$ cat src/rtl/store_buf_m.sv
// Posted-store FIFO feeding the data memory port; muxes queued store writes and load accesses.
// Optional macro STBUF_BYPASS_EN lets a store write memory directly when the buffer is empty and no load is present.
module store_buf_m #(
  parameter int DEPTH = 4,
  parameter int PTR_W = 2
) (
  input  logic             Clk,
  input  logic             Reset,
  input  logic             St_valid,
  input  logic [31:0]      St_addr,
  input  logic [31:0]      St_data,
  input  logic [2:0]       St_type,
  input  logic [31:0]      St_instr,
  input  logic             Ld_valid,
  input  logic [31:0]      Ld_addr,
  input  logic [2:0]       Ld_type,
  input  logic [31:0]      Ld_wd,
  output logic             Stall,
  output logic             DM_WE,
  output logic [31:0]      DM_Addr,
  output logic [31:0]      DM_WD,
  output logic [2:0]       DM_LStype,
  output logic [31:0]      DM_Instr,
  output logic [PTR_W:0]   Count
);

  localparam logic [PTR_W:0] FULL_CNT = (PTR_W+1)'(DEPTH);

  logic [PTR_W-1:0] head_q, head_d;
  logic [PTR_W-1:0] tail_q, tail_d;
  logic [PTR_W:0]   count_q, count_d;

  logic [31:0] addr_q  [DEPTH];
  logic [31:0] data_q  [DEPTH];
  logic [2:0]  type_q  [DEPTH];
  logic [31:0] instr_q [DEPTH];

  logic             hit;
  logic             drain;
  logic             full;
  logic             bypass;
  logic             push;
  logic [PTR_W-1:0] rel;

  // An entry is live when its distance from head is below the occupancy.
  always_comb begin
    hit = 1'b0;
    rel = '0;
    for (int i = 0; i < DEPTH; i++) begin
      rel = PTR_W'(i) - head_q;
      if (Ld_valid && ({1'b0, rel} < count_q) && (addr_q[i][31:2] == Ld_addr[31:2]))
        hit = 1'b1;
    end
  end

  assign drain = (count_q != '0) && (!Ld_valid || hit);
  assign full  = (count_q == FULL_CNT);
  assign Stall = hit || (St_valid && full && !drain);

`ifdef STBUF_BYPASS_EN
  assign bypass = (count_q == '0) && St_valid && !Ld_valid;
`else
  assign bypass = 1'b0;
`endif

  assign push  = St_valid && !Stall && !bypass;
  assign Count = count_q;

  always_comb begin
    DM_WE     = 1'b0;
    DM_Addr   = Ld_addr;
    DM_WD     = Ld_wd;
    DM_LStype = Ld_type;
    DM_Instr  = '0;
    if (drain) begin
      DM_WE     = 1'b1;
      DM_Addr   = addr_q[head_q];
      DM_WD     = data_q[head_q];
      DM_LStype = type_q[head_q];
      DM_Instr  = instr_q[head_q];
    end else if (bypass) begin
      DM_WE     = 1'b1;
      DM_Addr   = St_addr;
      DM_WD     = St_data;
      DM_LStype = St_type;
      DM_Instr  = St_instr;
    end
  end

  always_comb begin
    head_d  = head_q;
    tail_d  = tail_q;
    count_d = count_q;
    if (drain) head_d = head_q + 1'b1;
    if (push)  tail_d = tail_q + 1'b1;
    unique case ({push, drain})
      2'b10:   count_d = count_q + 1'b1;
      2'b01:   count_d = count_q - 1'b1;
      default: count_d = count_q;
    endcase
  end

  always_ff @(posedge Clk or posedge Reset) begin
    if (Reset) begin
      head_q  <= '0;
      tail_q  <= '0;
      count_q <= '0;
    end else begin
      head_q  <= head_d;
      tail_q  <= tail_d;
      count_q <= count_d;
    end
  end

  // Payload storage carries no reset; liveness is defined solely by head/count.
  always_ff @(posedge Clk) begin
    if (push) begin
      addr_q[tail_q]  <= St_addr;
      data_q[tail_q]  <= St_data;
      type_q[tail_q]  <= St_type;
      instr_q[tail_q] <= St_instr;
    end
  end

endmodule

$ cat config.mk
export PLATFORM = sky130hd
export DESIGN_NAME = store_buf_m
export DESIGN_NICKNAME = d
export VERILOG_FILES = /design/src/rtl/store_buf_m.sv
export SDC_FILE = /design/constraint.sdc
export NUM_CORES = 1
export LEC_CHECK = 0
export BUFFER_PORTS_ARGS = -buffer_cell sky130_fd_sc_hd__buf_4
export CORE_UTILIZATION = 51
export DETAILED_ROUTE_END_ITERATION = 10
export PLACE_DENSITY_LB_ADDON = 0.08
export SYNTH_ARGS = -nofsm -noshare
export SYNTH_HDL_FRONTEND = slang
export SYNTH_SLANG_ARGS = --single-unit
$ cat constraint.sdc
create_clock -name Clk -period 5.4 [get_ports Clk]
set_input_delay 1.08 -clock Clk [delete_from_list [all_inputs] [get_ports Clk]]
set_output_delay 1.08 -clock Clk [all_outputs]
set_load 0.03 [all_outputs]
==> impl_metrics.csv, run 1 <==
group,metric,value,unit
die,start_util,51.63,%
worst_setup_path,arrival,3720,ps
place,dp_hpwl,24.35,mm
clock_tree,cts_buffers,42,
sta,finalSetupViolCount,0,
final_layout,drive_above_1_share,39.07,%
job,maxCapViolCount,0,
final_layout,final_cell_mix,"edfxtp_1, buf_4, mux4_2, xor2_1, mux2_1",
route,drc,0,
worst_setup_path,reg2reg_from,"head_q[0]",
power,p_seq_share,39.9,%
worst_setup_path,setup.worst_path.class,"reg -> out",
sta,tightest_slew,944.8,ps
logic_synthesis,synth_nets,1061,
worst_setup_path,worstSetupPathDepth,10,
grt,grtUsageTotal,21.60,%
worst_setup_path,crit_buf_inv,2,
worst_setup_path,cp_slowest_stage_delay,780,ps
grt,grt_pass1_wl,54.26,mm
clock_tree,cts-root-buf,"clkbuf_16",
route,routed_wl,37.00,mm
power,vdd_drop_max,0.3208,mV
die,die_w,186.0,um
grt,overflow,0,
die,row_count,67,
clock_tree,cts_htree_levels,2,
sta,hold_viol,0,
worst_setup_path,r2r-end,"instr_q[3][13]",
die,core-area,33450,um2
route,drtIter0Drc,513,
route,drt-vias-per-instance,5.474,
worst_setup_path,cp_max_fo,53,
worst_setup_path,start_kind,"flop",
clock_tree,clockBufferDepth,3,
die,die-area,34600,um2
status,status,"completed",
worst_setup_path,worstSetupEndpoint,"DM_WD[17]",
sta,tns,0,ps
final_layout,final_common_cell,"edfxtp_1",
place,portBuffers,273,
clock_tree,cts_setup_buffers,0,
worst_setup_path,crit_path_start,"head_q[0]",
sta,hold_slack,481.7,ps
logic_synthesis,yosysWarnings,0,
worst_setup_path,path_cells,"xnor2_1, ha_1, a21oi_1, o211ai_1, nor4_2, nor4_2, a21oi_4, buf_12, mux2_1, buf_4",
worst_setup_path,r2r_cells,9,
logic_synthesis,netlist_instances,881,
power,pwr-share-comb,35.7,%
route,firstDrtPassIters,5,
route,vias,8917,
power,swShare,32.55,%
sta,maxSlewHeadroom,37.01,%
power,internal_power,7.406,mW
sta,fmax,0.2082,GHz
sta,period_share,88.95,%
clock_tree,postCtsHoldBufs,0,
worst_setup_path,r2r_slack,1400,ps
sta,period_needed,4803,ps
final_layout,areaGrowthSynthToFinish,22.14,%
sta,drv_slew,0,
logic_synthesis,synth-seq-area-share,69.88,%
grt,antenna_found_initial,1,
sta,rsz0062_at_grt,"false",
hold_path,worstHoldPathType,"in -> async",
die,die_h,186.0,um
logic_synthesis,synth_cell_types,35,
final_layout,final_nets,1330,
worst_setup_path,crit_path_frequent_cell,"nor4_2",
clock_tree,clock_latency,530,ps
worst_setup_path,required,4320,ps
logic_synthesis,avgSynthCellArea,19.60,um2
place,globalplace.congestion,0.8764,
grt,grt_max_degree,59,
power,p_sw,3.573,mW
clock_tree,cts.sinks,403,
logic_synthesis,syn_area,17270,um2
logic_synthesis,ys_seq_elements,403,
die,io_pins,274,
clock_tree,cts_tree,"built",
power,pwr-share-clk,24.3,%
grt,grt_pass1_vias,9022,
power,p_leak,7.455,nW
clock_tree,cts_resized,0,
clock_tree,clkTransAtPathRegs,60,ps
power,powerDensity,520.6,nW/um2
sta,clock_skew,18.03,ps
worst_setup_path,crit_path_top_delay_cell,"dfrtp_4",
final_layout,fin_util,63.05,%
worst_setup_path,critPathCaptureType,"primary output",
route,ant_nets,0,
route,wl_per_cell,22.71,um
worst_setup_path,crit_family,"flip-flops",
[registers in the layout, indices dropped and copies added, names as in the netlist]
| name | cells |
|---|---|
| instr_q | 128 |
| Count | 3 |
| addr_q | 128 |
| type_q | 12 |
| tail_q | 2 |
| head_q | 2 |
| data_q | 128 |
[how the worst min path moves through the flow]
stage,startpoint,end,cells after the start
finish,Reset,head_q[1],2
global route,Reset,Count[1],2
CTS,Reset,head_q[1],2
detailed placement,tail_q[1],tail_q[1],1
global placement,tail_q[1],tail_q[1],1
floorplan,tail_q[1],tail_q[1],1
[logic make-up (layout without fill, tap and decap cells)]
| logic type | Yosys count | count (layout) | share of synthesized area (%) |
|---|---|---|---|
| flip-flops | 403 | 403 | 69.88 |
| multiplexers | 168 | 168 | 17.40 |
| XOR/XNOR | 123 | 123 | 6.239 |
| AND/OR/NAND/NOR | 84 | 84 | 3.051 |
| buffers and inverters | 78 | 377 | 2.072 |
| AO/OA/AOI/OAI | 15 | 15 | 0.5870 |
| adder cells (fa/ha/maj) | 10 | 10 | 0.7681 |
| other | 0 | 1 | 0 |
[metal layers]
metal / wire (um) / vias to the layer above / GRT usage, %
li1: - / 4032 / -
met1: 16020 / 4542 / 30.22
met2: 17600 / 293 / 34.22
met3: 2673 / 50 / 5.224
met4: 715 / 0 / 5.475
met5: 0 / - / 0
[power groups by stage]
stage | sequential [mW] | combinational (mW) | clock [mW]
finish | 4.38 | 3.92 | 2.67
global route | 4.45 | 4.20 | 2.85
CTS | 4.39 | 4.01 | 2.74
detailed placement | 4.46 | 3.99 | 0
global placement | 4.43 | 4.00 | 0
floorplan | 4.37 | 2.69 | 0
[cell type report]
class	count	area [um2]
fillers	2420	12360
flip-flops and latches	403	12070
multi-input cells	400	4861
repair buffers	288	2262
clock buffers	54	1117
well taps	448	560.5
clock inverters	20	156.4
inverters	15	56.30
diodes	1	2.502
[through the flow]
step | power (mW) | instances | cell area [um2] | setup slack, ps
after floorplan | 7.060 | 881 | 17270 | 915.4
after global placement | 8.427 | 1554 | 19810 | 654.7
after detailed placement | 8.449 | 1554 | 19810 | 632.2
after CTS | 11.14 | 1628 | 21090 | 554.1
after global routing | 11.49 | 1628 | 21090 | 405.8
final | 10.98 | 1629 | 21090 | 596.7
[cells in the mapped netlist]
master	number	share of area, %
edfxtp_1	396	69
mux4_2	99	13
xor2_1	96	4.9
mux2_1	56	3.7
clkbuf_1	40	0.87
and2_1	36	1.3
xnor2_1	27	1.4
nor4_1	23	0.83
inv_1	15	0.33
buf_2	13	0.38
mux2_2	12	0.78
nand4_1	11	0.40
ha_1	9	0.65
dfrtp_1	7	1.0
buf_6	6	0.39
nor3_1	5	0.14
a21oi_1	4	0.12
o211ai_1	4	0.17
buf_1	3	0.065
nor2_1	2	0.043
nor4_2	2	0.14
o21ai_0	2	0.058
a211oi_1	1	0.043
a21oi_2	1	0.051
a222oi_1	1	0.058
and3_1	1	0.036
buf_4	1	0.043
fa_1	1	0.12
mux2i_1	1	0.058
nand2_1	1	0.022
nand2b_1	1	0.036
nand3b_1	1	0.043
o22ai_1	1	0.036
o2bb2ai_1	1	0.051
or4_1	1	0.043
[worst register-to-register path, cell delays in order (launching register included)]
cell	delay [ps]
dfrtp_4	780
xnor2_1	190
ha_1	310
a21oi_1	60
o211ai_1	280
nor4_2	90
nor4_2	560
and3_1	440
and2_4	480
buf_4	450
No activity file was read; power rests on OpenSTA's default activity.
==> run 2: changes to the inputs <==
--- a/config.mk
+++ b/config.mk
@@ -5,8 +5,11 @@
 export SDC_FILE = /design/constraint.sdc
 export NUM_CORES = 1
 export LEC_CHECK = 0
+export ABC_AREA = 1
+export ABC_CLOCK_PERIOD_IN_PS = 5400
 export BUFFER_PORTS_ARGS = -buffer_cell sky130_fd_sc_hd__buf_4
-export CORE_UTILIZATION = 51
+export CAP_MARGIN = 20
+export CORE_UTILIZATION = 52
 export DETAILED_ROUTE_END_ITERATION = 10
 export PLACE_DENSITY_LB_ADDON = 0.08
 export SYNTH_ARGS = -nofsm -noshare
==> run 2 against run 1 <==
Die area is 5.1% higher. Global-route usage up 9.6 points. Routed wire length is 54% higher. Cell area increased by 6.7%. Sequential power shrank 4.8%. Utilization rose by 1.6 points. Via count up 60%. Register-to-register slack improved by 250 ps. Sequential share of layout area shrank 3.6 points. Fmax rose by 4.9%. Count of clock-buffer cells in the layout up 4. Critical path depth increased by 5.
==> impl_metrics.csv, run 2 <==
group,metric,value,unit
logic_synthesis,synth_ff_type,"edfxtp_1",
final_layout,fin_cells,2500,
place,globalplace.congestion,1.023,
grt,overflow,0,
final_layout,drive_above_1_share,18.05,%
route,ant_nets,0,
logic_synthesis,synth_top_area_share,64.23,%
die,core-area,34800,um2
power,pwr-share-comb,38.4,%
worst_setup_path,crit_buf_inv,4,
sta,period_share,84.83,%
logic_synthesis,synth_most_common_cell,"nand2_1",
power,internal_power,7.096,mW
clock_tree,cts_tree,"built",
logic_synthesis,avgSynthCellArea,10.58,um2
logic_synthesis,syn_area,18510,um2
worst_setup_path,r2r_slack,1650,ps
logic_synthesis,netlist_instances,1749,
die,row_count,68,
clock_tree,clkTransAtPathRegs,60,ps
job,maxCapViolCount,0,
final_layout,fillerInstances,2742,
logic_synthesis,synthTopCellsByArea,"edfxtp_1, nand2_1, a22oi_1, nor2_1, inv_1",
logic_synthesis,synth_area_leader_cell,"edfxtp_1",
worst_setup_path,setup.worst_path.class,"in -> out",
sta,hold_viol,0,
worst_setup_path,start_kind,"input pin",
worst_setup_path,path_cells,"buf_4, inv_2, nand2_1, nand2_1, nor2_1, nand2_1, nor2_1, nand3_1, nor2_1, nor2_1, nand3_2, buf_4, nand3_1, nand2_1, buf_4",
route,drtIter0Drc,1375,
clock_tree,cts_resized,0,
power,powerDensity,510.4,nW/um2
sta,drv_slew,0,
logic_synthesis,ys_async_sr_fraction,1.737,%
sta,hold_slack,451.9,ps
final_layout,areaGrowthSynthToFinish,21.50,%
power,total_power,11.48,mW
status,status,"completed",
worst_setup_path,crit_path_top_delay_cell,"buf_4",
die,start_util,53.20,%
logic_synthesis,yosysWarnings,0,
final_layout,final_common_cell,"nand2_1",
worst_setup_path,cp_max_fo,24,
worst_setup_path,critPathCaptureType,"primary output",
sta,period_needed,4581,ps
logic_synthesis,ys_seq_elements,403,
sta,clock_skew,23.89,ps
logic_synthesis,synth-seq-area-share,65.18,%
clock_tree,cts-root-buf,"clkbuf_16",
die,die_h,190.7,um
worst_setup_path,cp_slowest_stage_delay,350,ps
logic_synthesis,synth_edf_count,396,
power,p_sw,4.385,mW
die,io_pins,274,
logic_synthesis,synth_cell_types,35,
clock_tree,postCtsHoldBufs,0,
route,routed_wl,56.84,mm
power,p_seq_share,36.3,%
worst_setup_path,arrival,3500,ps
power,vdd_drop_max,0.4814,mV
grt,antenna_found_initial,2,
final_layout,final_cell_mix,"nand2_1, edfxtp_1, buf_4, nor2_1, inv_1",
clock_tree,cts.sinks,403,
sta,rsz0062_at_grt,"false",
sta,maxSlewHeadroom,25.88,%
route,wl_per_cell,22.74,um
clock_tree,cts_setup_buffers,0,
route,drc,0,
worst_setup_path,required,4320,ps
hold_path,worstHoldPathType,"in -> async",
grt,grt_max_degree,79,
clock_tree,cts_buffers,42,
worst_setup_path,crit_family,"simple AND/OR/NAND/NOR gates",
power,pwr-share-clk,25.3,%
grt,grtUsageTotal,31.24,%
grt,grt_pass1_vias,13480,
place,dp_hpwl,38.87,mm
final_layout,final_nets,2191,
clock_tree,cts_htree_levels,2,
route,firstDrtPassIters,5,
final_layout,biggestRegsByFlops,"addr_q x128, data_q x128, instr_q x128",
power,swShare,38.19,%
logic_synthesis,synth_nets,1929,
clock_tree,clockBufferDepth,3,
route,vias,14280,
power,p_leak,9.484,nW
grt,grt_pass1_wl,83.18,mm
route,drt-vias-per-instance,5.713,
logic_synthesis,synthTopCellsByCount,"nand2_1, edfxtp_1, nor2_1, inv_1, a22oi_1",
clock_tree,clock_latency,580,ps
die,die-area,36360,um2
sta,fmax,0.2183,GHz
sta,finalSetupViolCount,0,
die,die_w,190.7,um
sta,tightest_slew,1112,ps
place,portBuffers,273,
place,dpl.cell_count,2422,
==> run 2: power groups by stage <==
| stage | combinational [mW] | clock [mW] | sequential (mW) |
|---|---|---|---|
| floorplan | 2.75 | 0 | 4.27 |
| global placement | 4.37 | 0 | 4.21 |
| detailed placement | 4.40 | 0 | 4.23 |
| CTS | 4.42 | 2.94 | 4.17 |
| global route | 4.73 | 3.07 | 4.21 |
| finish | 4.41 | 2.91 | 4.17 |
==> run 2: routing by layer <==
metal  global-route usage [%]  share of wire, %
met2                    49.78                47
met1                    43.83                42
met5                        0             0.030
met4                    8.369               2.2
met3                    6.110               8.6
==> run 2: cells by family after synthesis <==
family                     after synthesis  synth area share (%)
and+or+nand+nor                        863                 18.61
xor gates and xnor gates                27                 1.277
buffers and inverters                  227                 5.008
DFF                                    403                 65.18
adders and majority gates               10                0.7164
AOI/OAI and AO/OA                      219                 9.212
==> run 2: area by class of cell <==
class                      instances  area (um2)  area share (%)
sequential                       403       12070           53.65
multi-input combinational       1119        5579           24.80
timing repair buffer             292        2292           10.19
clock buffer                      58        1182           5.257
inverter                         153       574.3           2.553
tap                              455       569.3           2.531
clock inverter                    19       226.5           1.007
antenna                            1       2.502         0.01113
==> run 2: path summary, 6_finish.rpt <==
kind                       depth (start not counted)   startpoint             to
setup / recovery                                  15  Ld_addr[10]      DM_WD[16]
hold / removal                                     2        Reset      tail_q[1]
setup reg to reg                                  16    head_q[1]  addr_q[0][18]
hold reg to reg                                    2    tail_q[1]      tail_q[1]
max in group asynchronous                          2        Reset       Count[2]
min in group Clk                                   2    tail_q[1]      tail_q[1]
==> run 2: metrics by stage <==
step,TNS (ps),area (um2),utilization (%),setup WS [ps]
after floorplan,-651110,18510,-,-1644
after global placement,0,21080,60.58,887.4
after detailed placement,0,21080,60.58,938.1
after CTS,0,22490,64.63,917.1
after global routing,0,22490,64.63,640.1
final,0,22490,64.64,819.3
==> run 3: changes to the inputs <==
--- a/config.mk
+++ b/config.mk
@@ -6,10 +6,10 @@
 export NUM_CORES = 1
 export LEC_CHECK = 0
 export ABC_AREA = 1
-export ABC_CLOCK_PERIOD_IN_PS = 5400
+export ABC_CLOCK_PERIOD_IN_PS = 4600
 export BUFFER_PORTS_ARGS = -buffer_cell sky130_fd_sc_hd__buf_4
 export CAP_MARGIN = 20
-export CORE_UTILIZATION = 52
+export CORE_UTILIZATION = 57
 export DETAILED_ROUTE_END_ITERATION = 10
 export PLACE_DENSITY_LB_ADDON = 0.08
 export SYNTH_ARGS = -nofsm -noshare
==> constraint.sdc (replaced) <==
create_clock -name Clk -period 4.6 [get_ports Clk]
set_input_delay 0.92 -clock Clk [delete_from_list [all_inputs] [get_ports Clk]]
set_output_delay 0.92 -clock Clk [all_outputs]
set_load 0.03 [all_outputs]
==> run 3 against run 2 <==
Via count up 2.7%. Clock skew grew 12 ps. Worst setup slack worse by 560 ps. Die area fell by 8.7%. Sequential share of layout area rose by 0.16 points. Utilization grew 6.1 points. Clock power increased by 17%. Combinational power grew 18%. Critical path depth rose by 1. First-iteration DRC count increased by 13%. Sequential power grew 18%. Largest cell class unchanged.
==> impl_metrics.csv, run 3 (synthesis gave the netlist of run 2 again) <==
group,metric,value,unit
status,status,"completed",
final_layout,final_nets,2193,
final_layout,final_common_cell,"nand2_1",
job,maxCapViolCount,0,
sta,finalSetupViolCount,0,
clock_tree,cts.sinks,403,
grt,grtUsageTotal,34.88,%
worst_setup_path,setup.worst_path.class,"reg -> out",
power,powerDensity,603.1,nW/um2
final_layout,fillerInstances,2202,
clock_tree,cts_setup_buffers,0,
sta,fmax,0.2304,GHz
clock_tree,cts_buffers,42,
die,row_count,65,
route,ant_nets,0,
worst_setup_path,crit_path_frequent_cell,"nand2_1",
sta,drv_slew,0,
clock_tree,clkTransAtPathRegs,60,ps
grt,antenna_found_initial,0,
clock_tree,cts_htree_levels,2,
clock_tree,postCtsHoldBufs,0,
sta,clock_skew,36.03,ps
die,die-area,33200,um2
final_layout,final_cell_mix,"nand2_1, edfxtp_1, buf_4, nor2_1, inv_1",
final_layout,fin_util,70.70,%
clock_tree,clock_latency,580,ps
hold_path,worstHoldPathType,"in -> async",
grt,grt_pass1_wl,85.86,mm
final_layout,drive_above_1_share,17.73,%
final_layout,n_antenna_cell,0,
die,io_pins,274,
sta,tns,0,ps
clock_tree,cts-root-buf,"clkbuf_16",
die,core-area,31720,um2
place,portBuffers,273,
route,routed_wl,57.57,mm
sta,rsz0062_at_grt,"false",
grt,overflow,0,
final_layout,fin_cells,2449,
final_layout,design_area,22430,um2
place,dpl-instance-area,21040,um2
clock_tree,clockBufferDepth,3,
power,p_leak,9.483,nW
final_layout,biggestRegsByFlops,"addr_q x128, data_q x128, instr_q x128",
place,dp_hpwl,39.12,mm
route,drt-vias-per-instance,5.989,
sta,period_needed,4341,ps
worst_setup_path,cp_max_fo,39,
route,wl_per_cell,23.51,um
sta,setup_ws,259.5,ps
sta,hold_slack,300.1,ps
worst_setup_path,crit_family,"simple AND/OR/NAND/NOR gates",
sta,hold_viol,0,
power,vdd_drop_max,0.4431,mV
die,start_util,58.37,%
route,firstDrtPassIters,6,
sta,maxSlewHeadroom,27.70,%
route,drtIter0Drc,1552,
grt,grt_max_degree,79,
worst_setup_path,r2r_cells,16,
die,die_h,182.2,um
worst_setup_path,worstSetupPathDepth,16,
worst_setup_path,path_cells,"nand2_1, inv_2, nor2_1, ha_1, nand2_1, nand2_1, nand2_1, nand3_1, nor2_1, nor2_1, nand3_2, nand2_4, buf_12, nand2_1, nand2_1, buf_4",
route,vias,14670,
place,dpl.cell_count,2371,
worst_setup_path,crit_buf_inv,3,
worst_setup_path,arrival,3420,ps
route,drc,0,
worst_setup_path,required,3680,ps
place,dp_slack,509.8,ps
final_layout,areaGrowthSynthToFinish,21.13,%
clock_tree,cts_tree,"built",
place,globalplace.congestion,1.037,
worst_setup_path,start_kind,"flop",
die,die_w,182.2,um
clock_tree,cts_resized,0,
power,total_power,13.52,mW
worst_setup_path,cp_slowest_stage_delay,530,ps
sta,tightest_slew,1085,ps
grt,grt_pass1_vias,14280,
worst_setup_path,crit_path_top_delay_cell,"dfrtp_1",
worst_setup_path,critPathCaptureType,"primary output",
sta,period_share,94.36,%
run 3: layout make-up:
type | instances | area, um2 | area share [%]
clock inverters | 24 | 265.3 | 1.183
flip-flops and latches | 403 | 12070 | 53.81
multi-input cells | 1119 | 5579 | 24.88
well taps | 402 | 503.0 | 2.243
inverters | 153 | 574.3 | 2.561
repair buffers | 294 | 2320 | 10.34
clock buffers | 54 | 1117 | 4.982
run 3: routing by layer:
metal	GRT usage [%]	share of wire [%]
met3	6.027	9.3
met1	47.68	40
met5	0	0
met2	56.86	48
met4	11.97	2.8
run 3: worst register-to-register path, stage by stage, from the launching register on:
cell and delay [ps]:
dfrtp_1 490, nand2_1 150, inv_2 80, nor2_1 190, inv_1 70, ha_1 270
nand3_1 110, nand2_1 80, nor2_1 60, nand2_1 90, nor2_1 60, nand2_1 50
nand2_1 80, nor2_1 350, nand3_1 500, nor2_4 280, buf_4 600
run 3: report_power, final:
part | internal [mW] | switching (mW)
clock network | 1.96 | 1.43
registers | 4.67 | 0.233
logic | 1.68 | 3.54
total | 8.32 | 5.21
run 3: final timing paths:
path	startpoint	endpoint	slack [ps]
hold / removal	Reset	Count[1]	300
setup / recovery	head_q[0]	DM_WD[24]	260
max in group asynchronous	Reset	head_q[0]	4090
hold reg to reg	tail_q[0]	tail_q[0]	560
min in group Clk	St_addr[20]	addr_q[1][20]	540
setup reg to reg	head_q[0]	data_q[3][19]	720
